$ cat src/rtl/mux_arb_nto1_if.sv
// Handshake bundle for mux_arb_nto1: CHANNELS producer lanes in, one registered lane out.
// The master modport is the producer/consumer side and the slave modport is the mux.
interface mux_arb_nto1_if #(
    parameter int unsigned WIDTH    = 8,
    parameter int unsigned CHANNELS = 4,
    parameter int unsigned SELW     = $clog2(CHANNELS)
) ();
    logic [CHANNELS*WIDTH-1:0] in_data;
    logic [CHANNELS-1:0]       in_valid;
    logic [CHANNELS-1:0]       in_ready;
    logic [SELW-1:0]           sel;
    logic [WIDTH-1:0]          out_data;
    logic [SELW-1:0]           out_chan;
    logic                      out_valid;
    logic                      out_ready;

    modport master (
        output in_data, in_valid, sel, out_ready,
        input  in_ready, out_data, out_chan, out_valid
    );

    modport slave (
        input  in_data, in_valid, sel, out_ready,
        output in_ready, out_data, out_chan, out_valid
    );
endinterface

$ cat src/rtl/mux_arb_nto1.sv
// N-to-1 bus mux with one registered output slot; the channel is picked either by
// an external select or round-robin among valid channels.
module mux_arb_nto1 #(
    parameter int unsigned WIDTH    = 8,
    parameter int unsigned CHANNELS = 4,
    parameter int unsigned MODE     = 0,
    parameter int unsigned SELW     = $clog2(CHANNELS)
) (
    input  logic            clk,
    input  logic            rst_n,
    mux_arb_nto1_if.slave   bus
);
    localparam logic [0:0] ST_EMPTY = 1'b0;
    localparam logic [0:0] ST_FULL  = 1'b1;

    logic [0:0]          state_q, state_d;
    logic [WIDTH-1:0]    data_q, data_d;
    logic [SELW-1:0]     chan_q, chan_d;
    logic [SELW-1:0]     last_q, last_d;

    logic [CHANNELS-1:0] grant;
    logic [SELW-1:0]     grant_idx;
    logic [WIDTH-1:0]    grant_data;
    logic                load;
    logic                accept;
    logic                found;

    assign load = (state_q == ST_EMPTY) | bus.out_ready;

    // Out-of-range sel simply matches no channel, so nothing is granted.
    always_comb begin
        grant = '0;
        found = 1'b0;
        if (MODE == 0) begin
            for (int unsigned i = 0; i < CHANNELS; i++) begin
                if (SELW'(i) == bus.sel) grant[i] = bus.in_valid[i];
            end
        end else begin
            for (int unsigned k = 1; k <= CHANNELS; k++) begin
                for (int unsigned i = 0; i < CHANNELS; i++) begin
                    if (!found && bus.in_valid[i] &&
                        i == (32'(last_q) + k) % CHANNELS) begin
                        grant[i] = 1'b1;
                        found    = 1'b1;
                    end
                end
            end
        end
    end

    always_comb begin
        grant_idx  = '0;
        grant_data = '0;
        for (int unsigned i = 0; i < CHANNELS; i++) begin
            if (grant[i]) begin
                grant_idx  = SELW'(i);
                grant_data = bus.in_data[i*WIDTH +: WIDTH];
            end
        end
    end

    assign bus.in_ready = (rst_n && load) ? grant : '0;
    assign accept       = |bus.in_ready;

    always_comb begin
        state_d = state_q;
        data_d  = data_q;
        chan_d  = chan_q;
        last_d  = last_q;
        if (accept) begin
            state_d = ST_FULL;
            data_d  = grant_data;
            chan_d  = grant_idx;
            if (MODE != 0) last_d = grant_idx;
        end else if (bus.out_ready) begin
            state_d = ST_EMPTY;
        end
    end

    always_ff @(posedge clk) begin
        if (!rst_n) begin
            state_q <= ST_EMPTY;
            data_q  <= '0;
            chan_q  <= '0;
            last_q  <= SELW'(CHANNELS - 1);
        end else begin
            state_q <= state_d;
            data_q  <= data_d;
            chan_q  <= chan_d;
            last_q  <= last_d;
        end
    end

    assign bus.out_data  = data_q;
    assign bus.out_chan  = chan_q;
    assign bus.out_valid = (state_q == ST_FULL);
endmodule

$ cat src/flat_wrapper.sv
// flat-port wrapper written by rule: the top's interface ports become plain ports
module mux_arb_nto1_flat 
#(
    parameter int unsigned WIDTH    = 8,
    parameter int unsigned CHANNELS = 4,
    parameter int unsigned MODE     = 0,
    parameter int unsigned SELW     = $clog2(CHANNELS)
)
  (clk, rst_n, bus_in_data, bus_in_valid, bus_sel, bus_out_ready, bus_in_ready, bus_out_data, bus_out_chan, bus_out_valid);
  mux_arb_nto1_if #(.WIDTH(WIDTH), .CHANNELS(CHANNELS), .SELW(SELW)) bus_i ();
  input  logic clk;
  input  logic rst_n;
  input wire logic [$bits(bus_i.in_data)-1:0] bus_in_data;
  input wire logic [$bits(bus_i.in_valid)-1:0] bus_in_valid;
  input wire logic [$bits(bus_i.sel)-1:0] bus_sel;
  input wire logic [$bits(bus_i.out_ready)-1:0] bus_out_ready;
  output wire logic [$bits(bus_i.in_ready)-1:0] bus_in_ready;
  output wire logic [$bits(bus_i.out_data)-1:0] bus_out_data;
  output wire logic [$bits(bus_i.out_chan)-1:0] bus_out_chan;
  output wire logic [$bits(bus_i.out_valid)-1:0] bus_out_valid;
  assign bus_i.in_data = bus_in_data;
  assign bus_i.in_valid = bus_in_valid;
  assign bus_i.sel = bus_sel;
  assign bus_i.out_ready = bus_out_ready;
  assign bus_in_ready = bus_i.in_ready;
  assign bus_out_data = bus_i.out_data;
  assign bus_out_chan = bus_i.out_chan;
  assign bus_out_valid = bus_i.out_valid;
  mux_arb_nto1 #(.WIDTH(WIDTH), .CHANNELS(CHANNELS), .MODE(MODE), .SELW(SELW)) u_core (.clk(clk), .rst_n(rst_n), .bus(bus_i));
endmodule
$ cat config.mk
export PLATFORM = sky130hd
export DESIGN_NAME = mux_arb_nto1_flat
export DESIGN_NICKNAME = d
export VERILOG_FILES = /design/src/rtl/mux_arb_nto1_if.sv /design/src/rtl/mux_arb_nto1.sv /design/src/flat_wrapper.sv
export SDC_FILE = /design/constraint.sdc
export NUM_CORES = 1
export LEC_CHECK = 0
export CAP_MARGIN = 20
export CORE_MARGIN = 2
export CORE_UTILIZATION = 59
export DETAILED_ROUTE_END_ITERATION = 8
export DONT_BUFFER_PORTS = 1
export PLACE_DENSITY = 0.75
export SETUP_SLACK_MARGIN = 0.02
export SYNTH_ARGS = -nofsm -noshare
export SYNTH_HDL_FRONTEND = slang
export SYNTH_SLANG_ARGS = --single-unit
$ cat constraint.sdc
create_clock -name clk -period 2.6 [get_ports clk]
set_input_delay 0.52 -clock clk [delete_from_list [all_inputs] [get_ports clk]]
set_output_delay 0.52 -clock clk [all_outputs]
set_load 0.01 [all_outputs]
==> summary.txt <==
Critical Path RT: 2.08 ns
CTS sink cnt: 11
Status: finished, final reports clean
First drt pass iteration count: 4
Total power: 0.382 mW
CTS resizes: 0
Final ANT Viol Nets: 0
Die W: 40.1 um
Net Sw Frac: 26.7%
Post-synthesis sequential area ratio: 28.7%
GPL Wtd Cong: 0.645
CTS tree: done
Fin worst setup slack: 0.763 ns
Layout cell share with drive strength beyond 1: 9.76%
DPL Wire Length: 1.33 mm
Final period util: 70.7%
# setup viols final: 0
Pre-CTS setup slack: 0.839 ns
CTS clock-pin slew for the worst setup and hold paths: 0.07 ns
Root Driver: clkbuf_4
Wire per inst: 17.5 um
I/O pin count: 56
Grt ovf: 0
HP Class: primary input to flip-flop
Post-Synthesis Mean Instance Area: 8.92 um2
Fmax: 544 MHz
Crit end category: output pin
Die area: 1600 um2
Logic pwr share: 18.3%
WS Path Type: flip-flop to output pin
# nets final: 124
# port buffers: 0
Area of placed instances: 746 um2
Core box area: 1160 um2
Clk buf depth: 2
CTS hold repair buffers: 0
Post-Syn Instances: 86
Arrival @ worst endpoint: 1.32 ns
Cell Area, Synth: 767 um2
First-pass GRT wire length: 2.62 mm
# DRC: 0
Synth Warn #: 0
#FFs+latches synth: 11
Library cells used by synthesis: 32
Clock power frac: 29.4%
Sequential power share: 52.3%
Worst hold stages: 1
Final instance area: 772 um2
ANT cells: 0
PwrDens: 495 nW/um2
CTS H-Tree Depth: 1
TNS Setup: 0 ns
R2R cell count: 4
Final slew viol count: 0
Clk_lat worst skew: 0.26 ns
Total track usage: 24.6%
Worst Skew: 0.000783 ns
Vias per cell: 7.13
Slew @ Worst Pin: 0.375 ns
Syn Nets: 127
Starting Density: 66.3%
Via count: 684
Unrepaired setup endpoints after global routing: no
Postcts setup bufs: 0
Area Growth Syn to Fin: 0.652%
Num CTS Buffers: 3
Largest net degree at the start of global routing: 24
Internal power: 0.280 mW
Sw Pwr: 0.102 mW
Crit-path max FO: 5
Die height: 40.1 um
Starting DRT DRC Count: 4
Peak VDD IR: 398 uV
Placement Rows: 12
Pleak: 0.274 nW
Final Critical Period: 1.84 ns
Endpoints failing hold: 0
Slew Limit Headroom: 74.9%
Setup crit start kind: flip-flop
Maxcap violations: 0
Vias in the first global route: 632
Initial antenna violation count: 0
WL final: 1.68 mm
## per-layer routing
| layer | share of wire, % | GRT usage (%) | routed length [um] |
|---|---|---|---|
| met1 | 39 | 28.7 | 651 |
| met2 | 50 | 42.3 | 835 |
| met3 | 12 | 11.1 | 196 |
| met4 | 0 | 2.59 | 0 |
| met5 | 0 | 0 | 0 |
## logic make-up after synthesis
group                  synth area share, %
flip-flops                            28.7
multiplexers                          5.71
AO/OA/AOI/OAI                         40.5
buffers and inverters                 7.01
AND/OR/NAND/NOR                       18.1
## critical path: stages, from the launching register on
cell	delay [ns]
dfxtp_1	0.34
nand2b_1	0.20
nand3_1	0.14
nor3b_1	0.38
## worst paths after layout
kind	slack (ns)	to	startpoint
worst max register to register	1.36	u_core.bus.out_data[5]$_SDFFE_PN0P_	u_core.bus.out_valid$_SDFFE_PN0P_
worst max-delay path	0.76	bus_in_ready[2]	u_core.bus.out_valid$_SDFFE_PN0P_
worst min-delay path	0.40	u_core.bus.out_data[1]$_SDFFE_PN0P_	rst_n
worst min register to register	0.50	u_core.bus.out_data[5]$_SDFFE_PN0P_	u_core.bus.out_data[5]$_SDFFE_PN0P_
## area by class of cell
| cell class | instances | area (um2) |
|---|---|---|
| Multi-Input combinational cell | 64 | 493 |
| Fill cell | 102 | 384 |
| Sequential cell | 11 | 220 |
| Clock buffer | 4 | 26.3 |
| Tap cell | 14 | 17.5 |
| Timing Repair Buffer | 1 | 7.51 |
| Inverter | 2 | 7.51 |
## cells in the final DEF, fill, tap and decap left out, types with 2 or more instances in the layout
| master | n |
|---|---|
| a211oi_1 | 6 |
| a21boi_1 | 3 |
| a221oi_1 | 7 |
| a2bb2oi_1 | 7 |
| a31o_1 | 7 |
| and2_1 | 2 |
| clkbuf_4 | 3 |
| dfxtp_1 | 11 |
| inv_1 | 2 |
| nand2_1 | 9 |
| nor2b_1 | 2 |
| nor3b_1 | 3 |
## flip-flops by register name, indices dropped and copies added (netlist names)
register and flops:
u_core.bus.out_valid 1, u_core.bus.out_chan 2, u_core.bus.out_data 8
## synthesized netlist by cell type
cell type	instances	area [um2]
o21ai_0	1	5.00
nor3b_1	3	22.5
nand2_1	9	33.8
a221oi_1	7	61.3
mux2_1	1	11.3
nand3_4	1	17.5
inv_1	2	7.51
a2bb2oi_1	7	61.3
and3b_2	1	10.0
a21oi_1	1	5.00
a311oi_1	1	8.76
and3_1	1	6.26
nand3_1	1	5.00
mux2i_1	1	10.0
a31oi_1	1	6.26
clkbuf_1	7	26.3
a31o_1	7	61.3
a211oi_2	1	12.5
o21ai_1	1	5.00
mux4_2	1	22.5
nand2b_1	1	6.26
and2_1	2	12.5
buf_8	1	15.0
a211o_1	1	8.76
and3b_1	1	8.76
nor2_1	1	3.75
dfxtp_1	11	220
a211oi_1	6	45.0
buf_2	1	5.00
nor2b_1	2	12.5
a21boi_1	3	22.5
o31ai_1	1	7.51
## per-stage QoR
step	hold WS (ns)	std cells	util, %
detailed placement	0.494	92	64.5
CTS	0.387	96	66.8
finish	0.398	96	66.8
global route	0.379	96	66.8
global placement	0.485	92	64.5
floorplan	0.467	86	-
## power groups by stage
stage	Sequential, mW	Combinational (mW)	Clock [mW]
floorplan	0.201	0.0743	0
global placement	0.204	0.0692	0
detailed placement	0.204	0.0709	0
CTS	0.200	0.0710	0.119
global route	0.202	0.0789	0.126
finish	0.200	0.0700	0.113
Power figures use the tool's default switching activity.
